==> src/rtl/mux_rr_sched_pkg.sv <==
// Shared types and helpers for the mux_rr_sched round-robin mux scheduler.
// Holds the FSM state encoding, the requester count and the round-robin
// pick function used by rr_arb4.
package mux_sched_pkg;

  localparam int NREQ = 4;

  typedef enum logic [1:0] {
    IDLE   = 2'd0,
    SETTLE = 2'd1,
    GRANT  = 2'd2
  } state_e;

  typedef struct packed {
    logic       valid;
    logic [1:0] idx;
  } pick_t;

  // First set request scanning last+1, last+2, ... modulo NREQ.
  function automatic pick_t rr_pick(input logic [NREQ-1:0] req, input logic [1:0] last);
    pick_t      res;
    logic [1:0] cand;
    res.valid = 1'b0;
    res.idx   = 2'd0;
    for (int k = 1; k <= NREQ; k++) begin
      cand = last + 2'(k);
      if (!res.valid && req[cand]) begin
        res.valid = 1'b1;
        res.idx   = cand;
      end
    end
    return res;
  endfunction

  // One-hot decode of a 2-bit source index.
  function automatic logic [NREQ-1:0] onehot4(input logic [1:0] idx);
    return 4'b0001 << idx;
  endfunction

endpackage

==> src/rtl/mux_rr_sched_rr_arb4.sv <==
// rr_arb4: combinational 4-way round-robin picker. The caller supplies the
// last-served index; the winner is the first requester after it.
import mux_sched_pkg::*;

module rr_arb4 (
  input  logic [3:0] req,
  input  logic [1:0] last,
  output logic       valid,
  output logic [1:0] win
);

  pick_t pick_s;

  // Pick the next requester after the last-served pointer.
  always_comb begin
    pick_s = rr_pick(req, last);
    valid  = pick_s.valid;
    win    = pick_s.idx;
  end

endmodule

==> src/rtl/mux_rr_sched.sv <==
// mux_rr_sched: round-robin scheduler sharing a dual 4:1 mux between four
// requesters. Drives the shared select pair and the active-low lane strobes
// with break-before-make settling and a per-grant time quantum.
// Optional feature macro: MUX_SCHED_LOCK_EN adds a 'lock' input that lets
// the current owner ignore quantum expiry.
import mux_sched_pkg::*;

module mux_rr_sched #(
  parameter int QUANTUM    = 4,
  parameter int SETTLE_CYC = 1
) (
  input  logic       clk,
  input  logic       rst_n,
`ifdef MUX_SCHED_LOCK_EN
  input  logic       lock,
`endif
  input  logic [3:0] req,
  input  logic [1:0] lane_en,
  output logic       sela,
  output logic       selb,
  output logic       e1,
  output logic       e2,
  output logic [3:0] gnt,
  output logic       busy
);

  localparam logic [7:0] QUANT_C     = 8'(QUANTUM);
  localparam logic [3:0] SETTLE_LAST = 4'(SETTLE_CYC - 1);

  state_e     state_q, state_d;
  logic [1:0] win_q, win_d;
  logic [1:0] last_q, last_d;
  logic [7:0] cnt_q, cnt_d;
  logic [3:0] settle_q, settle_d;
  logic [1:0] sel_q, sel_d;
  logic       e1_q, e1_d;
  logic       e2_q, e2_d;
  logic [3:0] gnt_q, gnt_d;
  logic       busy_q, busy_d;

  logic       lock_s;
  logic       quantum_hit_s;
  logic [1:0] arb_last_s;
  logic       arb_valid_s;
  logic [1:0] arb_win_s;

`ifdef MUX_SCHED_LOCK_EN
  assign lock_s = lock;
`else
  assign lock_s = 1'b0;
`endif

  // While granting, the owner becomes the pointer so an exit arbitrates
  // from the new position in the same cycle.
  assign arb_last_s = (state_q == GRANT) ? win_q : last_q;

  rr_arb4 u_arb (
    .req   (req),
    .last  (arb_last_s),
    .valid (arb_valid_s),
    .win   (arb_win_s)
  );

  // Next-state, counters and output register inputs.
  always_comb begin
    state_d       = state_q;
    win_d         = win_q;
    last_d        = last_q;
    cnt_d         = cnt_q;
    settle_d      = settle_q;
    sel_d         = sel_q;
    e1_d          = e1_q;
    e2_d          = e2_q;
    gnt_d         = gnt_q;
    busy_d        = busy_q;
    quantum_hit_s = (cnt_q == QUANT_C) && !lock_s;
    case (state_q)
      IDLE: begin
        if (arb_valid_s) begin
          win_d    = arb_win_s;
          sel_d    = arb_win_s;
          settle_d = 4'd0;
          busy_d   = 1'b1;
          state_d  = SETTLE;
        end else begin
          busy_d   = 1'b0;
        end
      end
      SETTLE: begin
        if (!req[win_q]) begin
          // Requester gave up before being served: no grant, pointer kept.
          busy_d  = 1'b0;
          state_d = IDLE;
        end else if (settle_q == SETTLE_LAST) begin
          gnt_d   = onehot4(win_q);
          e1_d    = ~lane_en[0];
          e2_d    = ~lane_en[1];
          cnt_d   = 8'd1;  // counts grant cycles including the current one
          state_d = GRANT;
        end else begin
          settle_d = settle_q + 4'd1;
        end
      end
      GRANT: begin
        if (req[win_q] && !quantum_hit_s) begin
          // Saturate at the quantum so a released lock exits on the next edge.
          if (cnt_q != QUANT_C) begin
            cnt_d = cnt_q + 8'd1;
          end else begin
            cnt_d = cnt_q;
          end
          gnt_d = onehot4(win_q);
          e1_d  = ~lane_en[0];
          e2_d  = ~lane_en[1];
        end else if (req[win_q] && (arb_win_s == win_q)) begin
          // Quantum expired but nobody else is waiting: keep the mux.
          cnt_d = 8'd1;
          gnt_d = onehot4(win_q);
          e1_d  = ~lane_en[0];
          e2_d  = ~lane_en[1];
        end else begin
          gnt_d  = 4'd0;
          e1_d   = 1'b1;
          e2_d   = 1'b1;
          last_d = win_q;
          cnt_d  = 8'd0;
          if (arb_valid_s) begin
            // Strobes drop on this edge, so the select may move now.
            win_d    = arb_win_s;
            sel_d    = arb_win_s;
            settle_d = 4'd0;
            state_d  = SETTLE;
          end else begin
            busy_d  = 1'b0;
            state_d = IDLE;
          end
        end
      end
      default: begin
        gnt_d   = 4'd0;
        e1_d    = 1'b1;
        e2_d    = 1'b1;
        cnt_d   = 8'd0;
        busy_d  = 1'b0;
        state_d = IDLE;
      end
    endcase
  end

  // State, counters and registered outputs; reset forces strobes off at once.
  always_ff @(posedge clk or negedge rst_n) begin
    if (!rst_n) begin
      state_q  <= IDLE;
      win_q    <= 2'd0;
      last_q   <= 2'd3;
      cnt_q    <= 8'd0;
      settle_q <= 4'd0;
      sel_q    <= 2'd0;
      e1_q     <= 1'b1;
      e2_q     <= 1'b1;
      gnt_q    <= 4'd0;
      busy_q   <= 1'b0;
    end else begin
      state_q  <= state_d;
      win_q    <= win_d;
      last_q   <= last_d;
      cnt_q    <= cnt_d;
      settle_q <= settle_d;
      sel_q    <= sel_d;
      e1_q     <= e1_d;
      e2_q     <= e2_d;
      gnt_q    <= gnt_d;
      busy_q   <= busy_d;
    end
  end

  assign sela = sel_q[0];
  assign selb = sel_q[1];
  assign e1   = e1_q;
  assign e2   = e2_q;
  assign gnt  = gnt_q;
  assign busy = busy_q;

endmodule

==> config.mk <==
export PLATFORM = sky130hd
export DESIGN_NAME = mux_rr_sched
export DESIGN_NICKNAME = d
export VERILOG_FILES = /design/src/rtl/mux_rr_sched_pkg.sv /design/src/rtl/mux_rr_sched_rr_arb4.sv /design/src/rtl/mux_rr_sched.sv
export SDC_FILE = /design/constraint.sdc
export NUM_CORES = 1
export LEC_CHECK = 0
export CAP_MARGIN = 30
export CORE_ASPECT_RATIO = 1.1
export CORE_MARGIN = 2
export CORE_UTILIZATION = 67
export DETAILED_ROUTE_END_ITERATION = 8
export DONT_BUFFER_PORTS = 1
export GPL_TIMING_DRIVEN = 0
export PLACE_DENSITY = 0.83
export SETUP_SLACK_MARGIN = 0.02
export SKIP_CTS_REPAIR_TIMING = 1
export SLEW_MARGIN = 20
export SYNTH_ARGS = -nofsm -noshare
export SYNTH_HDL_FRONTEND = slang
export SYNTH_HIERARCHICAL = 1
export SYNTH_SLANG_ARGS = --single-unit
==> constraint.sdc <==
create_clock -name clk -period 9.93 [get_ports clk]
set_clock_uncertainty 0.15 [all_clocks]
set_input_delay 0.993 -clock clk [delete_from_list [all_inputs] [get_ports clk]]
set_output_delay 0.993 -clock clk [all_outputs]
set_load 0.1 [all_outputs]
==> metrics <==
synth cell count leaders 21 x dfrtp_1, 15 x o21ai_0, 14 x nand2_1, 11 x nor2_1, 9 x inv_1; metal3 WL 144 µm; die width 49.8 µm; placed cells 192; clk_lat worst skew 0.32 ns; uppermost layer routed met4; CTS tree built; Die Ht 54.3 µm; CTS clk-pin slew, worst paths 0.14 ns; Num CTS Buffers 3; relative slew slack 39.9%; Ys Warns 6; DR pass1 iterations 4; RSZ-0062 raised after global routing no; Setup-failing EPs final 0; Rows 18; worst-path fanout max 8; residual DRC count 0; first-pass GRT wire length roughly 5000 µm; synthesized flop and latch total 25; RD Place Congestion 0.819; initial antenna violation count 0; worst slew pin tran 0.901 ns; top-area cell type share of the netlist area 34.0%; Ports 17; top cells by area, synth dfrtp_1 34%, dfstp_2 6.8%, ha_1 6.5%; Synth area leader dfrtp_1; Diodes inserted 0; Period minus WS final 3.68 ns; Util after Layout 72.9%; Synth Net Count 178; DRC violation total after the first TritonRoute iteration 32; status completed; Routed Wire Length slightly below 3000 µm; post-route ant nets 0; Worst Path Required roughly 10 ns; period utilization 37.1%; largest net degree at the start of global routing 26; Data arrival, critical path about 3.7 ns; Max Buffers Root-to-Sink 2; clock sink count 25; vias 1233; fin. max-slew vios 0; register area share after synthesis 40.8%; Total GRT Usage 24.5%; Max-Cap Viols 0; vias in the first global route 1192; FF-to-FF setup slack 6.25 ns; count leader, synth dfrtp_1; largest stage delay on the critical path 0.95 ns; die area around 2700 µm²; Initial Utilization between 60 and 70%; Crit Path Class reg -> reg; asr flop ratio synth 100%; Port-buffer cells 0; total grt overflow 0; layout cells sized above 1 between 10% and 20%; via density per instance 6.29; DR WL/cell approximately 15 µm; H-tree levels 1; Synth-to-Final Area Change 4.21%; CTS root buf clkbuf_4; CP Capture Type flop; TNS Setup 0 ns; Layout Nets between 150 and 200; Core Area 2210 µm²; number of synthesized flops with an enable pin 0; Crit path top cell by count a211o_1; Fin. Hold Viols 0; final non-filler cell total about 200; met2 wire len around 1500 µm; max frequency between 0.2 and 0.3 GHz; synth unique cells 42; slowest CP cell dfrtp_1; Post-synth top flop dfrtp_1; CP cell instances buf_2 -> mux2_2 -> and2b_1 -> o21ai_1 -> o311ai_1 -> xnor2_1 -> a211o_1 -> and3_1 -> buf_6 -> a211o_1 -> mux2_4; hold slack final between 0.15 and 0.2 ns; startpoint types flop; hold crit path type in -> async; post-synthesis cell area 1540 µm²; HPWL Detailed 2250 µm; WL met1 ~1300 µm; Post-Syn Instances 162; Syn Area/Cell 9.53 µm²
==> cell families after synthesis <==
group                      Yosys count  synth area share [%]
and+or+nand+nor                     55                  18.5
xor gates and xnor gates             2                  1.13
DFF                                 25                  40.8
AOI/OAI and AO/OA                   46                  20.2
muxes                               10                  8.43
buffers and inverters               16                  4.46
adders and majority gates            8                  6.48
==> layout make-up <==
class | instances | area [µm²]
Multi-Input combinational cell | 121 | 845
Tap cell | 30 | 37.5
Clock buffer | 3 | 22.5
Fill cell | 183 | 598
Buffer | 7 | 35.0
Clock inverter | 1 | 5.00
Inverter | 9 | 33.8
Sequential cell | 25 | 631
==> through the flow <==
| step | setup slack, ns | cell area [µm²] |
|---|---|---|
| finish | 6.25 | 1610 |
| global route | 6.13 | 1610 |
| CTS | 6.27 | 1610 |
| detailed placement | 6.31 | 1580 |
| global placement | 6.34 | 1580 |
| floorplan | 6.49 | 1540 |
==> routing by layer <==
metal | global-route usage [%] | vias to the layer above
li1 | - | 595
met4 | 13.4 | 0
met1 | 27.9 | 596
met2 | 44.0 | 34
met3 | 4.92 | 8
met5 | 0 | -
==> cells in the final DEF (no fill, tap or decap), drive strengths merged, types with 3 or more instances in the layout <==
cell type / instances
o31ai: 7
and3: 3
ha: 8
o2111ai: 3
o21ai: 16
nor2b: 5
clkbuf: 8
dfrtp: 21
dfstp: 4
nand3: 8
nand2b: 4
a21oi: 4
nor2: 11
mux2: 8
nand2: 14
inv: 9
==> final timing paths <==
kind	start	end	depth (start not counted)
max in group asynchronous	rst_n	e1$_DFFE_PN1P_	0
min in group clk	cnt_q[5]$_DFFE_PN0P_	cnt_q[5]$_DFFE_PN0P_	1
hold reg to reg	cnt_q[5]$_DFFE_PN0P_	cnt_q[5]$_DFFE_PN0P_	1
setup reg to reg	win_q[0]$_DFFE_PN0P_	state_q[1]$_DFFE_PN0P_	11
setup / recovery	win_q[0]$_DFFE_PN0P_	state_q[1]$_DFFE_PN0P_	11
hold / removal	rst_n	cnt_q[5]$_DFFE_PN0P_	0
==> state kept, by name, summed over array words and instances (netlist names) <==
signal    count
win_q         2
busy          1
settle_q      4
state_q       2
cnt_q         8
gnt           4
e2            1
last_q        2
e1            1
==> worst max-delay path: cells and delay by family, from the launching register on <==
family	cells	cell delay (ns)
compound gates	4	0.94
xor+xnor	1	0.15
buf+inv	2	0.47
flops	1	0.95
mux	2	0.49
simple gates	2	0.40
Power is left out: the tool's default activity adds up to more than one toggle a clock period on the data nets, which glitch-free logic cannot reach.
